### src/rtl/vga_timing_gen.sv
// VGA raster timing generator: pixel requests, syncs and latency-aligned colour.
// Define VGA_TESTPAT_EN to add pat_sel and the built-in colour-bar pattern.
module vga_timing_gen #(
    parameter int H_ACTIVE = 640,
    parameter int H_FRONT  = 16,
    parameter int H_SYNC   = 96,
    parameter int H_BACK   = 48,
    parameter int V_ACTIVE = 480,
    parameter int V_FRONT  = 10,
    parameter int V_SYNC   = 2,
    parameter int V_BACK   = 33,
    parameter int HS_POL   = 0,
    parameter int VS_POL   = 0,
    parameter int RD_LAT   = 1,
    parameter int RGB_W    = 4
) (
    input  logic                        clk,
    input  logic                        rst,
    input  logic                        en,
    input  logic [3*RGB_W-1:0]          data_in,
`ifdef VGA_TESTPAT_EN
    input  logic                        pat_sel,
`endif
    output logic                        req,
    output logic [$clog2(H_ACTIVE)-1:0] req_x,
    output logic [$clog2(V_ACTIVE)-1:0] req_y,
    output logic                        line_start,
    output logic                        frame_start,
    output logic                        hsync,
    output logic                        vsync,
    output logic [RGB_W-1:0]            vga_r,
    output logic [RGB_W-1:0]            vga_g,
    output logic [RGB_W-1:0]            vga_b,
    output logic                        valid
);

    localparam int H_TOTAL = H_ACTIVE + H_FRONT + H_SYNC + H_BACK;
    localparam int V_TOTAL = V_ACTIVE + V_FRONT + V_SYNC + V_BACK;
    localparam int HW = $clog2(H_TOTAL);
    localparam int VW = $clog2(V_TOTAL);
    localparam int XW = $clog2(H_ACTIVE);
    localparam int YW = $clog2(V_ACTIVE);

    localparam logic [HW-1:0] H_LAST   = HW'(H_TOTAL - 1);
    localparam logic [HW-1:0] H_ACT    = HW'(H_ACTIVE);
    localparam logic [HW-1:0] HS_FIRST = HW'(H_ACTIVE + H_FRONT);
    localparam logic [HW-1:0] HS_LAST  = HW'(H_ACTIVE + H_FRONT + H_SYNC - 1);
    localparam logic [VW-1:0] V_LAST   = VW'(V_TOTAL - 1);
    localparam logic [VW-1:0] V_ACT    = VW'(V_ACTIVE);
    localparam logic [VW-1:0] VS_FIRST = VW'(V_ACTIVE + V_FRONT);
    localparam logic [VW-1:0] VS_LAST  = VW'(V_ACTIVE + V_FRONT + V_SYNC - 1);
    localparam logic HS_ON = (HS_POL != 0);
    localparam logic VS_ON = (VS_POL != 0);

    logic [HW-1:0] hcnt;
    logic [VW-1:0] vcnt;
    logic          pix;
    logic          h_in_sync;
    logic          v_in_sync;

    always_ff @(posedge clk) begin
        if (!rst) begin
            hcnt <= '0;
            vcnt <= '0;
        end else if (en) begin
            if (hcnt == H_LAST) begin
                hcnt <= '0;
                if (vcnt == V_LAST) begin
                    vcnt <= '0;
                end else begin
                    vcnt <= vcnt + 1'b1;
                end
            end else begin
                hcnt <= hcnt + 1'b1;
            end
        end
    end

    always_comb begin
        pix       = (hcnt < H_ACT) && (vcnt < V_ACT);
        h_in_sync = (hcnt >= HS_FIRST) && (hcnt <= HS_LAST);
        v_in_sync = (vcnt >= VS_FIRST) && (vcnt <= VS_LAST);
    end

    // Request stage: one en-cycle behind the counters.
    always_ff @(posedge clk) begin
        if (!rst) begin
            req         <= 1'b0;
            req_x       <= '0;
            req_y       <= '0;
            line_start  <= 1'b0;
            frame_start <= 1'b0;
        end else if (en) begin
            req         <= pix;
            req_x       <= pix ? XW'(hcnt) : '0;
            req_y       <= pix ? YW'(vcnt) : '0;
            line_start  <= pix && (hcnt == '0);
            frame_start <= pix && (hcnt == '0) && (vcnt == '0);
        end
    end

    // Index 0 aligns with req; index RD_LAT aligns with the data_in sample.
    logic [RD_LAT:0] act_pipe;
    logic [RD_LAT:0] hs_pipe;
    logic [RD_LAT:0] vs_pipe;

    always_ff @(posedge clk) begin
        if (!rst) begin
            act_pipe <= '0;
            hs_pipe  <= '0;
            vs_pipe  <= '0;
        end else if (en) begin
            act_pipe <= {act_pipe[RD_LAT-1:0], pix};
            hs_pipe  <= {hs_pipe[RD_LAT-1:0], h_in_sync};
            vs_pipe  <= {vs_pipe[RD_LAT-1:0], v_in_sync};
        end
    end

`ifdef VGA_TESTPAT_EN
    localparam int BAR_W = (H_ACTIVE >= 8) ? H_ACTIVE / 8 : 1;

    logic [HW-1:0]          bar_q;
    logic [2:0]             bar_c;
    logic [RD_LAT:0][2:0]   bar_pipe;

    always_comb begin
        bar_q = hcnt / HW'(BAR_W);
        bar_c = (bar_q > HW'(7)) ? 3'd7 : bar_q[2:0];
    end

    always_ff @(posedge clk) begin
        if (!rst) begin
            bar_pipe <= '0;
        end else if (en) begin
            bar_pipe <= {bar_pipe[RD_LAT-1:0], bar_c};
        end
    end
`endif

    logic [RGB_W-1:0] r_nxt;
    logic [RGB_W-1:0] g_nxt;
    logic [RGB_W-1:0] b_nxt;

    always_comb begin
        r_nxt = '0;
        g_nxt = '0;
        b_nxt = '0;
        if (act_pipe[RD_LAT]) begin
`ifdef VGA_TESTPAT_EN
            if (pat_sel) begin
                // Bar index bits map to white,yellow,cyan,green,magenta,red,blue,black.
                r_nxt = {RGB_W{~bar_pipe[RD_LAT][1]}};
                g_nxt = {RGB_W{~bar_pipe[RD_LAT][2]}};
                b_nxt = {RGB_W{~bar_pipe[RD_LAT][0]}};
            end else begin
                r_nxt = data_in[3*RGB_W-1:2*RGB_W];
                g_nxt = data_in[2*RGB_W-1:RGB_W];
                b_nxt = data_in[RGB_W-1:0];
            end
`else
            r_nxt = data_in[3*RGB_W-1:2*RGB_W];
            g_nxt = data_in[2*RGB_W-1:RGB_W];
            b_nxt = data_in[RGB_W-1:0];
`endif
        end
    end

    always_ff @(posedge clk) begin
        if (!rst) begin
            hsync <= ~HS_ON;
            vsync <= ~VS_ON;
            valid <= 1'b0;
            vga_r <= '0;
            vga_g <= '0;
            vga_b <= '0;
        end else if (en) begin
            hsync <= hs_pipe[RD_LAT] ? HS_ON : ~HS_ON;
            vsync <= vs_pipe[RD_LAT] ? VS_ON : ~VS_ON;
            valid <= act_pipe[RD_LAT];
            vga_r <= r_nxt;
            vga_g <= g_nxt;
            vga_b <= b_nxt;
        end
    end

endmodule
### config.mk
export PLATFORM = sky130hd
export DESIGN_NAME = vga_timing_gen
export DESIGN_NICKNAME = d
export VERILOG_FILES = /design/src/rtl/vga_timing_gen.sv
export SDC_FILE = /design/constraint.sdc
export NUM_CORES = 1
export LEC_CHECK = 0
export ABC_AREA = 1
export CAP_MARGIN = 20
export CORE_MARGIN = 4
export CORE_UTILIZATION = 51
export CTS_CLUSTER_DIAMETER = 100
export DETAILED_ROUTE_END_ITERATION = 10
export GPL_ROUTABILITY_DRIVEN = 0
export PLACE_DENSITY = 0.79
export SYNTH_ARGS = -nofsm -noshare
export SYNTH_HDL_FRONTEND = slang
export SYNTH_SLANG_ARGS = --single-unit
### constraint.sdc
create_clock -name clk -period 2 [get_ports clk]
set_clock_uncertainty 0.1 [all_clocks]
set_input_delay 0.5 -clock clk [delete_from_list [all_inputs] [get_ports clk]]
set_output_delay 0.5 -clock clk [all_outputs]
set_load 0.005 [all_outputs]
# --- Word level (Yosys, flattened, before mapping) ---
# Index checks and enable logic that the tools add are counted.
# W data, S select, Z words.
classes:
  n_addsub: 2
  eq_ne: 2
  reduce_logical: 8
  n_mux: 9
  magnitude_cmp: 6
ops:
  columns: ["cell", "count"]
  rows:
  - ["$mux W10", 3]
  - ["$add A10 B1 Y10 const B", 2]
  - ["$eq A10 B10 Y1 const B", 2]
  - ["$logic_not A10 Y1", 2]
  - ["$mux W4", 3]
  - ["$ge A10 B10 Y1 const B", 1]
  - ["$ge A10 B9 Y1 const B", 1]
  - ["$le A10 B10 Y1 const B", 1]
  - ["$le A10 B9 Y1 const B", 1]
  - ["$lt A10 B10 Y1 const B", 1]
  - ["$lt A10 B9 Y1 const B", 1]
  - ["$mux W9", 1]
  - ["$logic_and A1 B1 Y1", 5]
  - ["$mux W1", 2]
  - ["$reduce_and A2 Y1", 1]
totals:
  in_bits: 15
  wordCells: 43
  register_bits: 63

# --- Logic depth before layout (Yosys ltp) ---
# Gate-level depths: netlist of run 1.
logic_depth:
  depth_word: 4
  depth_mapped: 9
  depth_no_buf: 9

# --- Worst setup path after synthesis of run 1 ---
# OpenSTA, ideal clock, no wires.
synth_timing:
  kind: "input to register"
  start: "in en"
  end: "reg req_y[2]"
  arrival_time_ns: 1.267
  cell_stages: 8
  setup_slack_ns: 0.566
  cell_sequence: "buf_4 nand2_1 nor2_1 nand2_1 nor2_2 buf_6 nand2_1 a21oi_2"
synth_rtl:
  columns: ["item", "line", "rtl"]
  rows:
  - ["from (decl)", "19", "input logic en,"]
  - ["to (signal assigned)", "96", "req_y <= pix ? YW'(vcnt) : '0;"]
  - ["to (decl)", "26", "output logic [$clog2(V_ACTIVE)-1:0] req_y,"]

==> impl_metrics.ini, run 1 <==
[synthesis]
yosysSeqAreaShare_pct = 45.53
synth_edf_count = 0
synthCells = 388
synth-async-reset-ratio_pct = 0
ys_ff_latch = 62
synth_cell_types = 26
netlist_area_um2 = 2726
synth_ff_type = dfxtp_1
yosys_warnings = 0
avgSynthCellArea_um2 = 7.027
synth_nets = 407

[detailed_routing]
drtAntennaViolNets = 0
drc = 0
drt-initial-drc-count = 179
vias = 2665
totalWireLength_um = 6811
drtPass1Iterations = 4
avgRoutedWirePerCell_um = 13.00
viasPerCell = 5.086

[floorplan]
core.rowCount = 26
dieArea_um2 = 6580
dieWidth_um = 81.12
initial_utilization_pct = 53.04
die_y_um = 81.12
core_um2 = 5140
ios = 52

[clock_network]
htreeDepth = 3
clock-root-buffer = clkbuf_8
clk_latency_ps = 340
clock_sinks = 62
hold_buffers = 0
clk_path_buf_depth = 2
cts_buffers = 9
cts_resized = 0
cts_tree = done
cts_setup_buffers = 0
clk_pin_slew_worst_paths_ps = 70

[setup_path]
path_buf_inv = 1
worstPathRequired_ps = 1400
cp_top_family = buffers and inverters
end_kind = output pin
crit_path_top_delay_cell = clkdlybuf4s50_1
start_kind = flip-flop
worstSetupPathType = flip-flop to output pin
arrival_ps = 1210
path_cells = clkdlybuf4s50_1
slowest_delay_ps = 520
path_max_fanout = 3

[power_and_ir_drop]
power.leakage_nw = 1.408
power.density_nw_per_um2 = 762.4
fin_total_pwr_mw = 2.744
peakVddDrop_v = 0.0004235

[grt]
grt_overflow = 0
first_global_vias = 2507
grt_max_degree = 23
antenna_found_initial = 0
grt_pass1_wl_um = 11310
grt_usage_pct = 22.14

[placed_design]
numPortBuffers = 51
hpwlAfterDp_um = 4858
placed_cell_area_um2 = 3364
dp.cells = 508

[timing]
setup_viol = 0
slew_viol_final = 0
maxSlewHeadroom_pct = 66.41
clock.fmax_mhz = 552.4
hold_viol_final = 0
min_period_over_period_pct = 90.52
grt_setup_unrepaired = false
max_slew.worst_pin.slew_ps = 503.1
setup-tns-final_ps = 0
min_period_ps = 1810

[cells_and_area]
final_cells = 524
nNetsFinal = 468
num_antenna_cells = 0
postLayoutCoreUtil_pct = 70.01
drive_gt1_share_pct = 9.471
final_cell_area_um2 = 3598
area_delta_synth_final_pct = 31.99

[min_path]
min-delay-path-class = flip-flop to flip-flop

[job]
maxCapViolations = 0

[status]
status = completed
-- path summary, 6_finish.rpt --
path,cells past startpoint,startpoint,slack [ps],to
max,1,act_pipe[0]$_SDFFE_PN0P_,190,req
min,1,hs_pipe[1]$_SDFFE_PN0P_,330,hsync$_SDFFE_PN1P_
max reg2reg,6,hcnt[0]$_SDFFE_PN0P_,360,hcnt[8]$_SDFFE_PN0P_
min reg2reg,1,hs_pipe[1]$_SDFFE_PN0P_,330,hsync$_SDFFE_PN1P_
-- synth_stat cells (5+ instances only) --
master	count	area, µm²
nand3_1	29	145.1
inv_1	34	127.6
nand2_2	5	31.28
nor3_1	5	25.02
nand4_1	8	50.05
clkbuf_1	8	30.03
a21oi_1	42	210.2
nor2_1	47	176.4
o21ai_0	14	70.07
dfxtp_1	62	1241
nand2_1	109	409.1
buf_2	5	25.02
-- layout make-up --
class	instances	area, µm²
inverters	36	135.1
multi-input cells	274	1265
well taps	70	87.58
repair buffers	66	635.6
clock inverters	3	65.06
flip-flops and latches	62	1241
clock buffers	13	168.9
fillers	466	1541
-- sequential cells by signal, indices dropped and copies added, names as in the netlist, 2 cells and up --
signal and cells:
act_pipe 2, hcnt 10, hs_pipe 2, req_x 10
req_y 9, vcnt 10, vga_b 4, vga_g 4
vga_r 4, vs_pipe 2
-- layout by cell type (no fill, tap or decap), drive strengths merged, types with 6 or more instances in the layout --
cell	n
a21oi	43
buf	15
clkbuf	13
clkdlybuf4s50	51
dfxtp	62
inv	35
nand2	115
nand3	29
nand4	8
nor2	51
nor3	6
o21ai	15
-- report_power, final --
group	switching, mW	internal [mW]	total, mW
clock	0.469	0.802	1.27
sequential	0.0214	1.26	1.28
combinational	0.0954	0.0955	0.191
-- through the flow --
step / setup WS [ps] / hold WS, ps
2_1_floorplan: 566.1 / 306.0
3_3_place_gp: -57.56 / 321.6
3_5_place_dp: -105.6 / 331.2
4_1_cts: 173.5 / 336.8
5_1_grt: 84.77 / 371.4
6_report: 189.6 / 331.3
-- metal layers --
metal  share of wire, %  vias up  track usage [%]
met1                 43     1177            27.65
met2                 46      108            35.47
met4                2.2        0            11.15
met3                8.1       17            5.432
li1                   -     1363                -
met5                  0        -                0
-- cell families after synthesis --
logic type	share of synthesized area, %
AO/OA/AOI/OAI	11.34
adder cells (fa/ha/maj)	1.836
buffers and inverters	8.077
flip-flops	45.53
AND/OR/NAND/NOR	33.23
(Power assumes the default switching activity.)
==> inputs of run 2 (changes only) <==
--- a/config.mk
+++ b/config.mk
@@ -8,11 +8,11 @@
 export ABC_AREA = 1
 export CAP_MARGIN = 20
 export CORE_MARGIN = 4
-export CORE_UTILIZATION = 51
+export CORE_UTILIZATION = 53
+export CTS_BUF_LIST = sky130_fd_sc_hd__clkbuf_8
 export CTS_CLUSTER_DIAMETER = 100
 export DETAILED_ROUTE_END_ITERATION = 10
-export GPL_ROUTABILITY_DRIVEN = 0
-export PLACE_DENSITY = 0.79
+export PLACE_DENSITY = 0.81
 export SYNTH_ARGS = -nofsm -noshare
 export SYNTH_HDL_FRONTEND = slang
 export SYNTH_SLANG_ARGS = --single-unit
==> run 2 against run 1 <==
Effect of this change:
- via count grew 2.3%
- power shrank 11%
- register-to-register slack is essentially flat
- hold slack gained 13 ps
- first-iteration DRC count grew 48%
- flip-flop and latch count is the same
- utilization grew 3.3 points
- global-route usage grew 1.5 points
- largest power group unchanged
==> impl_metrics.ini, run 2 (same netlist as run 1, synthesis figures left out) <==
[status]
status = completed

[setup_path]
worstSetupPathType = flip-flop to output pin
r2r_start = hcnt[1]$_SDFFE_PN0P_
worstSetupStartpoint = req_x[2]$_SDFFE_PN0P_
regToRegSetupSlack_ps = 360
arrival_ps = 1220
start_kind = flip-flop
path_buf_inv = 1
reg2reg_to = vcnt[1]$_SDFFE_PN0P_
reg2reg_depth = 8
critPathCapture = req_x[2]
worstPathRequired_ps = 1400
crit_cells = 1
path_max_fanout = 2
end_kind = output pin
path_cells = clkdlybuf4s50_1
crit_path_top_delay_cell = clkdlybuf4s50_1
cp_top_family = buffers and inverters
slowest_delay_ps = 520

[placed_design]
placed_cell_area_um2 = 3381
hpwlAfterDp_um = 5009
gp_congestion = 0.9215
dp.cells = 506
numPortBuffers = 51
pre_cts_ws_ps = -101.6

[detailed_routing]
viasPerCell = 5.222
drc = 0
avgRoutedWirePerCell_um = 12.95
drtPass1Iterations = 5
drt-initial-drc-count = 265
drtAntennaViolNets = 0
vias = 2726
totalWireLength_um = 6758

[clock_network]
clk_path_buf_depth = 2
cts_setup_buffers = 0
cts_tree = done
htreeDepth = 3
clk_latency_ps = 340
clock-root-buffer = clkbuf_8
cts_buffers = 9
clock_sinks = 62
cts_resized = 0
hold_buffers = 0
clk_pin_slew_worst_paths_ps = 80

[timing]
min_period_over_period_pct = 91.21
hold_viol_final = 0
maxSlewHeadroom_pct = 67.53
grt_setup_unrepaired = false
worst_hold_slack_ps = 344.4
fin_ws_ps = 175.8
setup_viol = 0
slew_viol_final = 0
min_period_ps = 1824
max_slew.worst_pin.slew_ps = 486.3
clock.fmax_mhz = 548.2

[cells_and_area]
drive_gt1_share_pct = 9.890
final_cell_mix = nand2_1, dfxtp_1, clkdlybuf4s50_1
nNetsFinal = 469
area_delta_synth_final_pct = 30.34
reg.largest.list = hcnt (10), req_x (10), vcnt (10)
num_antenna_cells = 0
final_cells = 522
layout_commonest_cell = nand2_1
final_cell_area_um2 = 3553

[grt]
grt_max_degree = 32
grt_pass1_wl_um = 11810
grt_overflow = 0
antenna_found_initial = 0
grt_usage_pct = 23.68
first_global_vias = 2572

[min_path]
hold_depth = 1
min-delay-path-class = flip-flop to flip-flop

[job]
maxCapViolations = 0

[floorplan]
initial_utilization_pct = 56.23
dieArea_um2 = 6355
ios = 52
core.rowCount = 25
die_y_um = 79.72
core_um2 = 4848
dieWidth_um = 79.72

[power_and_ir_drop]
peakVddDrop_v = 0.0005173
power.leakage_nw = 1.386
power.density_nw_per_um2 = 683.6
[run 2: cell count changes in the layout (fill, tap and decap cells not counted), sizes merged]
cell	before	now
buf	15	16
bufinv	2	0
clkbuf	13	9
clkinv	2	6
clkinvlp	0	1
inv	35	36
[run 2: per-stage QoR]
step	TNS, ps	total power, mW	util (%)
2_1_floorplan	0	1.401	-
3_3_place_gp	-386.7	1.496	69.73
3_5_place_dp	-1465	1.500	69.73
4_1_cts	0	2.442	73.29
5_1_grt	0	2.525	73.29
6_report	0	2.429	73.29
[run 2: metal layers]
layer  GRT usage (%)  wire length, µm  vias to the layer above  part of all wire, %
met2           35.31             3086                      102                   46
met3           4.853              423                       20                  6.3
met5               0                0                        -                    0
li1                -                -                     1369                    -
met1           31.38             3010                     1235                   45
met4           14.09              238                        0                  3.5
[run 2: how the worst min path moves through the flow]
stage,slack (ps),from,end
after global placement,320,hs_pipe[1]$_SDFFE_PN0P_,hsync$_SDFFE_PN1P_
final,340,hs_pipe[1]$_SDFFE_PN0P_,hsync$_SDFFE_PN1P_
after global routing,390,hs_pipe[1]$_SDFFE_PN0P_,hsync$_SDFFE_PN1P_
after CTS,340,hs_pipe[1]$_SDFFE_PN0P_,hsync$_SDFFE_PN1P_
after floorplan,310,hs_pipe[1]$_SDFFE_PN0P_,hsync$_SDFFE_PN1P_
after detailed placement,330,hs_pipe[1]$_SDFFE_PN0P_,hsync$_SDFFE_PN1P_
[run 2: where the power goes]
group	internal (mW)	switching (mW)	total, mW
clock	0.450	0.507	0.957
sequential	1.26	0.0206	1.28
combinational	0.0978	0.0944	0.192
[run 2: layout make-up]
type,count,area [µm²]
multi-input combinational,274,1265
tap,67,83.83
clock inverter,7,48.80
clock buffer,9,123.9
inverter,36,135.1
fill,404,1295
sequential,62,1241
timing repair buffer,67,655.6
